==> src/rtl/hazard_ctrl_pkg.sv <==
// Shared types for the pipeline hazard controller.
// Latency: n/a (types only). Backpressure: n/a.
package HighLevelControl;

  typedef enum logic {
    RUN   = 1'b0,
    MULTI = 1'b1
  } hazState;

  function automatic logic load_use_hit(input logic       mem_read,
                                        input logic [4:0] rd,
                                        input logic [4:0] rs1,
                                        input logic [4:0] rs2);
    return mem_read && (rd != 5'd0) && ((rd == rs1) || (rd == rs2));
  endfunction

endpackage

==> src/rtl/hazard_ctrl_if.sv <==
// Hazard-control bundle between the pipeline datapath and the hazard unit.
// master = hazard unit (drives stall/flush), slave = pipeline stage registers.
interface hazard_ctrl_if #(
  parameter int CNT_WIDTH = 32
);
  logic [4:0]           Rs1D;
  logic [4:0]           Rs2D;
  logic [4:0]           RdE;
  logic                 MemReadE;
  logic                 MulDivStartE;
  logic                 PCSrcE;
  logic                 TrapM;
  logic                 MemStallM;
  logic                 StallF;
  logic                 StallD;
  logic                 StallE;
  logic                 StallM;
  logic                 FlushD;
  logic                 FlushE;
  logic                 FlushM;
  logic                 BusyE;
  logic                 DoneE;
  logic [CNT_WIDTH-1:0] StallCount;

  modport master (
    input  Rs1D, Rs2D, RdE, MemReadE, MulDivStartE, PCSrcE, TrapM, MemStallM,
    output StallF, StallD, StallE, StallM, FlushD, FlushE, FlushM,
           BusyE, DoneE, StallCount
  );

  modport slave (
    output Rs1D, Rs2D, RdE, MemReadE, MulDivStartE, PCSrcE, TrapM, MemStallM,
    input  StallF, StallD, StallE, StallM, FlushD, FlushE, FlushM,
           BusyE, DoneE, StallCount
  );
endinterface

==> src/rtl/hazard_ctrl_muldiv_timer.sv <==
// Down-counter sequencing multi-cycle E-stage ops; 1-cycle update, zero flag combinational.
// Priority: clear > hold > load > decrement.
module hazard_muldiv_timer #(
  parameter int W = 2
) (
  input  logic         clk,
  input  logic         reset,
  input  logic         clr,
  input  logic         hold,
  input  logic         load,
  input  logic         dec,
  input  logic [W-1:0] load_val,
  output logic [W-1:0] cnt,
  output logic         zero
);

  always_ff @(posedge clk or posedge reset) begin
    if (reset)      cnt <= '0;
    else if (clr)   cnt <= '0;
    else if (hold)  cnt <= cnt;
    else if (load)  cnt <= load_val;
    else if (dec)   cnt <= cnt - W'(1);
  end

  assign zero = (cnt == '0);

endmodule

==> src/rtl/hazard_ctrl.sv <==
// Stall/flush generator for the 5-stage pipeline; outputs are combinational from state+inputs.
// Memory stall freezes everything; trap overrides all and aborts a multi-cycle op.
module hazard_ctrl
  import HighLevelControl::*;
#(
  parameter int MULDIV_LATENCY = 4,
  parameter int CNT_WIDTH      = 32
) (
  input  logic          clk,
  input  logic          reset,
  hazard_ctrl_if.master hz
);

  localparam int CW = (MULDIV_LATENCY > 2) ? $clog2(MULDIV_LATENCY) : 1;

  hazState state, next_state;
  logic [CW-1:0] cnt;
  logic cnt_zero, t_clr, t_hold, t_load, t_dec;
  logic stall_f, stall_d, stall_e, stall_m, flush_d, flush_e, flush_m, done_e;
  logic [CNT_WIDTH-1:0] stall_count;

  hazard_muldiv_timer #(.W(CW)) u_timer (
    .clk      (clk),
    .reset    (reset),
    .clr      (t_clr),
    .hold     (t_hold),
    .load     (t_load),
    .dec      (t_dec),
    .load_val (CW'(MULDIV_LATENCY - 2)),
    .cnt      (cnt),
    .zero     (cnt_zero)
  );

  always_ff @(posedge clk or posedge reset) begin
    if (reset) state <= RUN;
    else       state <= next_state;
  end

  always_comb begin
    next_state = state;
    t_clr   = 1'b0;
    t_hold  = 1'b0;
    t_load  = 1'b0;
    t_dec   = 1'b0;
    stall_f = 1'b0;
    stall_d = 1'b0;
    stall_e = 1'b0;
    stall_m = 1'b0;
    flush_d = 1'b0;
    flush_e = 1'b0;
    flush_m = 1'b0;
    done_e  = 1'b0;
    if (hz.TrapM) begin
      flush_d    = 1'b1;
      flush_e    = 1'b1;
      flush_m    = 1'b1;
      next_state = RUN;
      t_clr      = 1'b1;
    end else if (hz.MemStallM) begin
      stall_f = 1'b1;
      stall_d = 1'b1;
      stall_e = 1'b1;
      stall_m = 1'b1;
      t_hold  = 1'b1;
    end else if (state == MULTI) begin
      // Branch redirect is ignored here: E still holds the mul/div op.
      if (!cnt_zero) begin
        stall_f = 1'b1;
        stall_d = 1'b1;
        stall_e = 1'b1;
        flush_m = 1'b1;
        t_dec   = 1'b1;
      end else begin
        done_e     = 1'b1;
        next_state = RUN;
      end
    end else if (hz.PCSrcE) begin
      flush_d = 1'b1;
      flush_e = 1'b1;
    end else if (hz.MulDivStartE) begin
      stall_f    = 1'b1;
      stall_d    = 1'b1;
      stall_e    = 1'b1;
      flush_m    = 1'b1;
      next_state = MULTI;
      t_load     = 1'b1;
    end else if (load_use_hit(hz.MemReadE, hz.RdE, hz.Rs1D, hz.Rs2D)) begin
      stall_f = 1'b1;
      stall_d = 1'b1;
      flush_e = 1'b1;
    end
  end

  always_ff @(posedge clk or posedge reset) begin
    if (reset)        stall_count <= '0;
    else if (stall_f) stall_count <= stall_count + CNT_WIDTH'(1);
  end

  // Reset must silence every pin immediately, including the combinational ones.
  assign hz.StallF     = stall_f & ~reset;
  assign hz.StallD     = stall_d & ~reset;
  assign hz.StallE     = stall_e & ~reset;
  assign hz.StallM     = stall_m & ~reset;
  assign hz.FlushD     = flush_d & ~reset;
  assign hz.FlushE     = flush_e & ~reset;
  assign hz.FlushM     = flush_m & ~reset;
  assign hz.DoneE      = done_e & ~reset;
  assign hz.BusyE      = (state == MULTI);
  assign hz.StallCount = stall_count;

endmodule

==> src/flat_wrapper.sv <==
// flat-port wrapper written by rule: the top's interface ports become plain ports
module hazard_ctrl_flat import HighLevelControl::*;
#(
  parameter int MULDIV_LATENCY = 4,
  parameter int CNT_WIDTH      = 32
)
  (clk, reset, hz_Rs1D, hz_Rs2D, hz_RdE, hz_MemReadE, hz_MulDivStartE, hz_PCSrcE, hz_TrapM, hz_MemStallM, hz_StallF, hz_StallD, hz_StallE, hz_StallM, hz_FlushD, hz_FlushE, hz_FlushM, hz_BusyE, hz_DoneE, hz_StallCount);
  hazard_ctrl_if #(.CNT_WIDTH(CNT_WIDTH)) hz_i ();
  input  logic clk;
  input  logic reset;
  input wire logic [$bits(hz_i.Rs1D)-1:0] hz_Rs1D;
  input wire logic [$bits(hz_i.Rs2D)-1:0] hz_Rs2D;
  input wire logic [$bits(hz_i.RdE)-1:0] hz_RdE;
  input wire logic [$bits(hz_i.MemReadE)-1:0] hz_MemReadE;
  input wire logic [$bits(hz_i.MulDivStartE)-1:0] hz_MulDivStartE;
  input wire logic [$bits(hz_i.PCSrcE)-1:0] hz_PCSrcE;
  input wire logic [$bits(hz_i.TrapM)-1:0] hz_TrapM;
  input wire logic [$bits(hz_i.MemStallM)-1:0] hz_MemStallM;
  output wire logic [$bits(hz_i.StallF)-1:0] hz_StallF;
  output wire logic [$bits(hz_i.StallD)-1:0] hz_StallD;
  output wire logic [$bits(hz_i.StallE)-1:0] hz_StallE;
  output wire logic [$bits(hz_i.StallM)-1:0] hz_StallM;
  output wire logic [$bits(hz_i.FlushD)-1:0] hz_FlushD;
  output wire logic [$bits(hz_i.FlushE)-1:0] hz_FlushE;
  output wire logic [$bits(hz_i.FlushM)-1:0] hz_FlushM;
  output wire logic [$bits(hz_i.BusyE)-1:0] hz_BusyE;
  output wire logic [$bits(hz_i.DoneE)-1:0] hz_DoneE;
  output wire logic [$bits(hz_i.StallCount)-1:0] hz_StallCount;
  assign hz_i.Rs1D = hz_Rs1D;
  assign hz_i.Rs2D = hz_Rs2D;
  assign hz_i.RdE = hz_RdE;
  assign hz_i.MemReadE = hz_MemReadE;
  assign hz_i.MulDivStartE = hz_MulDivStartE;
  assign hz_i.PCSrcE = hz_PCSrcE;
  assign hz_i.TrapM = hz_TrapM;
  assign hz_i.MemStallM = hz_MemStallM;
  assign hz_StallF = hz_i.StallF;
  assign hz_StallD = hz_i.StallD;
  assign hz_StallE = hz_i.StallE;
  assign hz_StallM = hz_i.StallM;
  assign hz_FlushD = hz_i.FlushD;
  assign hz_FlushE = hz_i.FlushE;
  assign hz_FlushM = hz_i.FlushM;
  assign hz_BusyE = hz_i.BusyE;
  assign hz_DoneE = hz_i.DoneE;
  assign hz_StallCount = hz_i.StallCount;
  hazard_ctrl #(.MULDIV_LATENCY(MULDIV_LATENCY), .CNT_WIDTH(CNT_WIDTH)) u_core (.clk(clk), .reset(reset), .hz(hz_i));
endmodule
==> config.mk <==
export PLATFORM = sky130hd
export DESIGN_NAME = hazard_ctrl_flat
export DESIGN_NICKNAME = d
export VERILOG_FILES = /design/src/rtl/hazard_ctrl_pkg.sv /design/src/rtl/hazard_ctrl_if.sv /design/src/rtl/hazard_ctrl_muldiv_timer.sv /design/src/rtl/hazard_ctrl.sv /design/src/flat_wrapper.sv
export SDC_FILE = /design/constraint.sdc
export NUM_CORES = 1
export LEC_CHECK = 0
export ABC_AREA = 1
export BUFFER_PORTS_ARGS = -buffer_cell sky130_fd_sc_hd__buf_2
export CAP_MARGIN = 20
export CORE_MARGIN = 4
export CORE_UTILIZATION = 50
export DETAILED_ROUTE_END_ITERATION = 16
export GPL_ROUTABILITY_DRIVEN = 0
export GPL_TIMING_DRIVEN = 1
export PLACE_DENSITY = 0.74
export RECOVER_POWER = 100
export SLEW_MARGIN = 30
export SYNTH_ARGS = -nofsm -noshare
export SYNTH_HDL_FRONTEND = slang
export SYNTH_HIERARCHICAL = 1
export SYNTH_SLANG_ARGS = --single-unit
==> constraint.sdc <==
create_clock -name clk -period 3.28 [get_ports clk]
set_clock_uncertainty 0.2 [all_clocks]
set_input_delay 0.492 -clock clk [delete_from_list [all_inputs] [get_ports clk]]
set_output_delay 0.492 -clock clk [all_outputs]
set_load 0.005 [all_outputs]
==> metrics <==
Core Area=5540 um2; post-layout util=58.5%; Syn Inst Count=456; io pins=63; worst skew pair latency=0.29 ns; Worst R2R Start=u_core/hz.StallCount[0]; # DRC=0; Die Ht=83.7 um; post-synthesis instance area=2870 um2; detailed-route vias per instance=4.99; Final period util=83.7%; Slew @ Worst Pin=0.820 ns; Max Clock Freq=0.364 GHz; post-layout minimum cycle time=2.75 ns; DP Wirelength=5.49 mm; TritonRoute pass-1 iters=5; clock sinks=35; Distinct cells, synth=29; vias in the first global route=2,685; share of layout cells above drive strength 1=13.4%; cts repair resizes=0; Placed Cells=579; WL/cell=12.2 um; # rows=27; first-pass GRT wire length=12.2 mm; cell depth of the worst min-delay path=2; level count of the clock H-tree=2; die width=83.7 um; area leader, netlist=dfrtp_1; Worst Hold Endpoint=u_core/hz.BusyE; Hold WC Path Type=in2reg; hold_sp=hz_MemStallM; Max Cap Violations=0; Ant. Diodes=0; critical path data arrival time=2.05 ns; setup TNS=0 ns; max-slew violation count=0; Post-DRT Antenna Nets=0; Filler Cell Count=587; Starting Density=51.8%; Yosys top cell area share=30.5%; R2R Setup Slk=1.05 ns; CTS Root Cell=clkbuf_8; Hold Slack=0.223 ns; setup bufs post-CTS=0; # nets final=539; WL final=7.15 mm; Crit Path Class=in2out; status=finished clean; CTS tree=yes; non-filler cells, final=588; worst reg-to-reg path cell count=10; clk slew on worst S/H paths=0.07 ns; CTS Hold Bufs=1; Synthesized Nets=480; PwrDens=346 nW/um2; Leak=1.71 nW; Power Total=1.12 mW; FF-to-FF End=u_core/hz.StallCount[30]; Global Route Usage Sum=20.7%; DR iter-0 viols=160; Via Count=2,933; CP Max Fanout=17; Setup crit end kind=output pin; area grow syn2layout=13.0%; post-synthesis register bit count=35; die area=7010 um2; CTS Buf Count=5; Startpoint Class=input pin; post-synthesis average cell area=6.29 um2; Buffers on Ports=62; Worst EP required=2.59 ns; post-synthesis sequential area ratio=30.5%; most area-consuming cells after synthesis=dfrtp_1 31%, nand2_1 24%, nand4_1 8.3%; largest net degree at the start of global routing=40; Clock Tree Buf Depth=2; RSZ-0062 raised after global routing=no; grt ovf=0; Warnings, synthesis=6; Fin. Hold Viols=0; final setup violation count=0; maximum vdd ir drop=244 uV; crit path from=hz_TrapM; slew margin rel.=45.3%; initial antenna violation count=0
==> area by class of cell <==
cell class / instances / area (um2) / share of cell area, %
timing repair buffer: 67 / 323 / 9.97
inverter: 55 / 206 / 6.37
multi-input combinational: 351 / 1630 / 50.2
tap: 72 / 90.1 / 2.78
sequential: 35 / 876 / 27.0
clock inverter: 2 / 35.0 / 1.08
clock buffer: 6 / 82.6 / 2.55
==> worst max-delay path, cell delays in order <==
cell,delay (ns)
clkbuf_1,0.45
clkinv_1,0.65
o21ai_0,0.29
nor2_1,0.06
buf_1,0.11
==> sequential cells by signal (all words and copies together), names as in the netlist <==
signal	flops
u_core/hz.StallCount	32
u_core/u_timer/cnt	2
u_core/hz.BusyE	1
==> how the worst max path moves through the flow <==
stage,to,slack [ns],cells past startpoint
final,hz_StallE,0.53,5
after global placement,hz_StallF,0.83,11
after floorplan,hz_StallF,1.09,12
after detailed placement,hz_StallF,0.78,12
after CTS,hz_StallF,0.78,12
after global routing,hz_StallE,0.36,5
==> metal layers <==
layer  share of wire, %  vias up  global-route usage (%)
li1                   -     1550                       -
met1                 47     1317                    28.7
met2                 48       60                    33.6
met3                5.0        6                    3.26
met4               0.70        0                    5.41
met5                  0        -                       0
==> kinds of logic after synthesis <==
logic type / synth area share (%)
buffers and inverters: 12.1
other: 0.262
and+or+nand+nor: 49.4
AOI/OAI and AO/OA: 1.31
DFF: 30.5
adders and majority gates: 0.872
xor gates and xnor gates: 5.50
==> placed cells by master (no fill, tap or decap), drive strengths merged <==
cell type	netlist	routed
xnor2	5	5
a21oi	4	4
nand3b	4	4
o21ai	2	2
clkinv	2	3
xor2	13	13
dlygate4sd3	0	1
bufinv	0	1
buf	14	47
or2	1	1
nand4	38	38
nand3	22	22
ha	2	2
conb	2	2
dfrtp	35	35
inv	53	53
nand2	183	183
nor2	64	64
clkbuf	1	25
nor3	10	10
o211ai	1	1
==> power by group <==
| part | leakage, nW | internal (mW) | switching (mW) | total, mW |
|---|---|---|---|---|
| Combinational | 1.17 | 0.0808 | 0.140 | 0.221 |
| Sequential | 0.480 | 0.459 | 0.0358 | 0.495 |
| Clock | 0.0612 | 0.246 | 0.159 | 0.404 |
| Total | 1.71 | 0.786 | 0.335 | 1.12 |
==> Yosys cell counts <==
cell type	number
clkinv_1	2
conb_1	2
nor2_1	59
buf_6	2
ha_1	2
o21ai_0	2
clkbuf_1	1
nand2_2	1
nand2_4	1
inv_2	4
nor3_1	7
buf_4	4
xnor2_1	5
nand2_1	181
nand3_2	1
inv_1	49
or2_2	1
nand4_1	38
buf_12	3
buf_2	5
a21oi_1	4
nand3b_1	4
o211ai_1	1
nor2_2	5
dfrtp_1	35
nor3_2	3
xor2_1	13
nand3_4	1
nand3_1	20
==> per-stage QoR <==
step / setup WS, ns / area [um2]
floorplan: 1.09 / 2870
CTS: 0.779 / 3280
global placement: 0.834 / 3160
global route: 0.364 / 3240
finish: 0.535 / 3240
detailed placement: 0.783 / 3160
No activity file was read; power rests on OpenSTA's default activity.
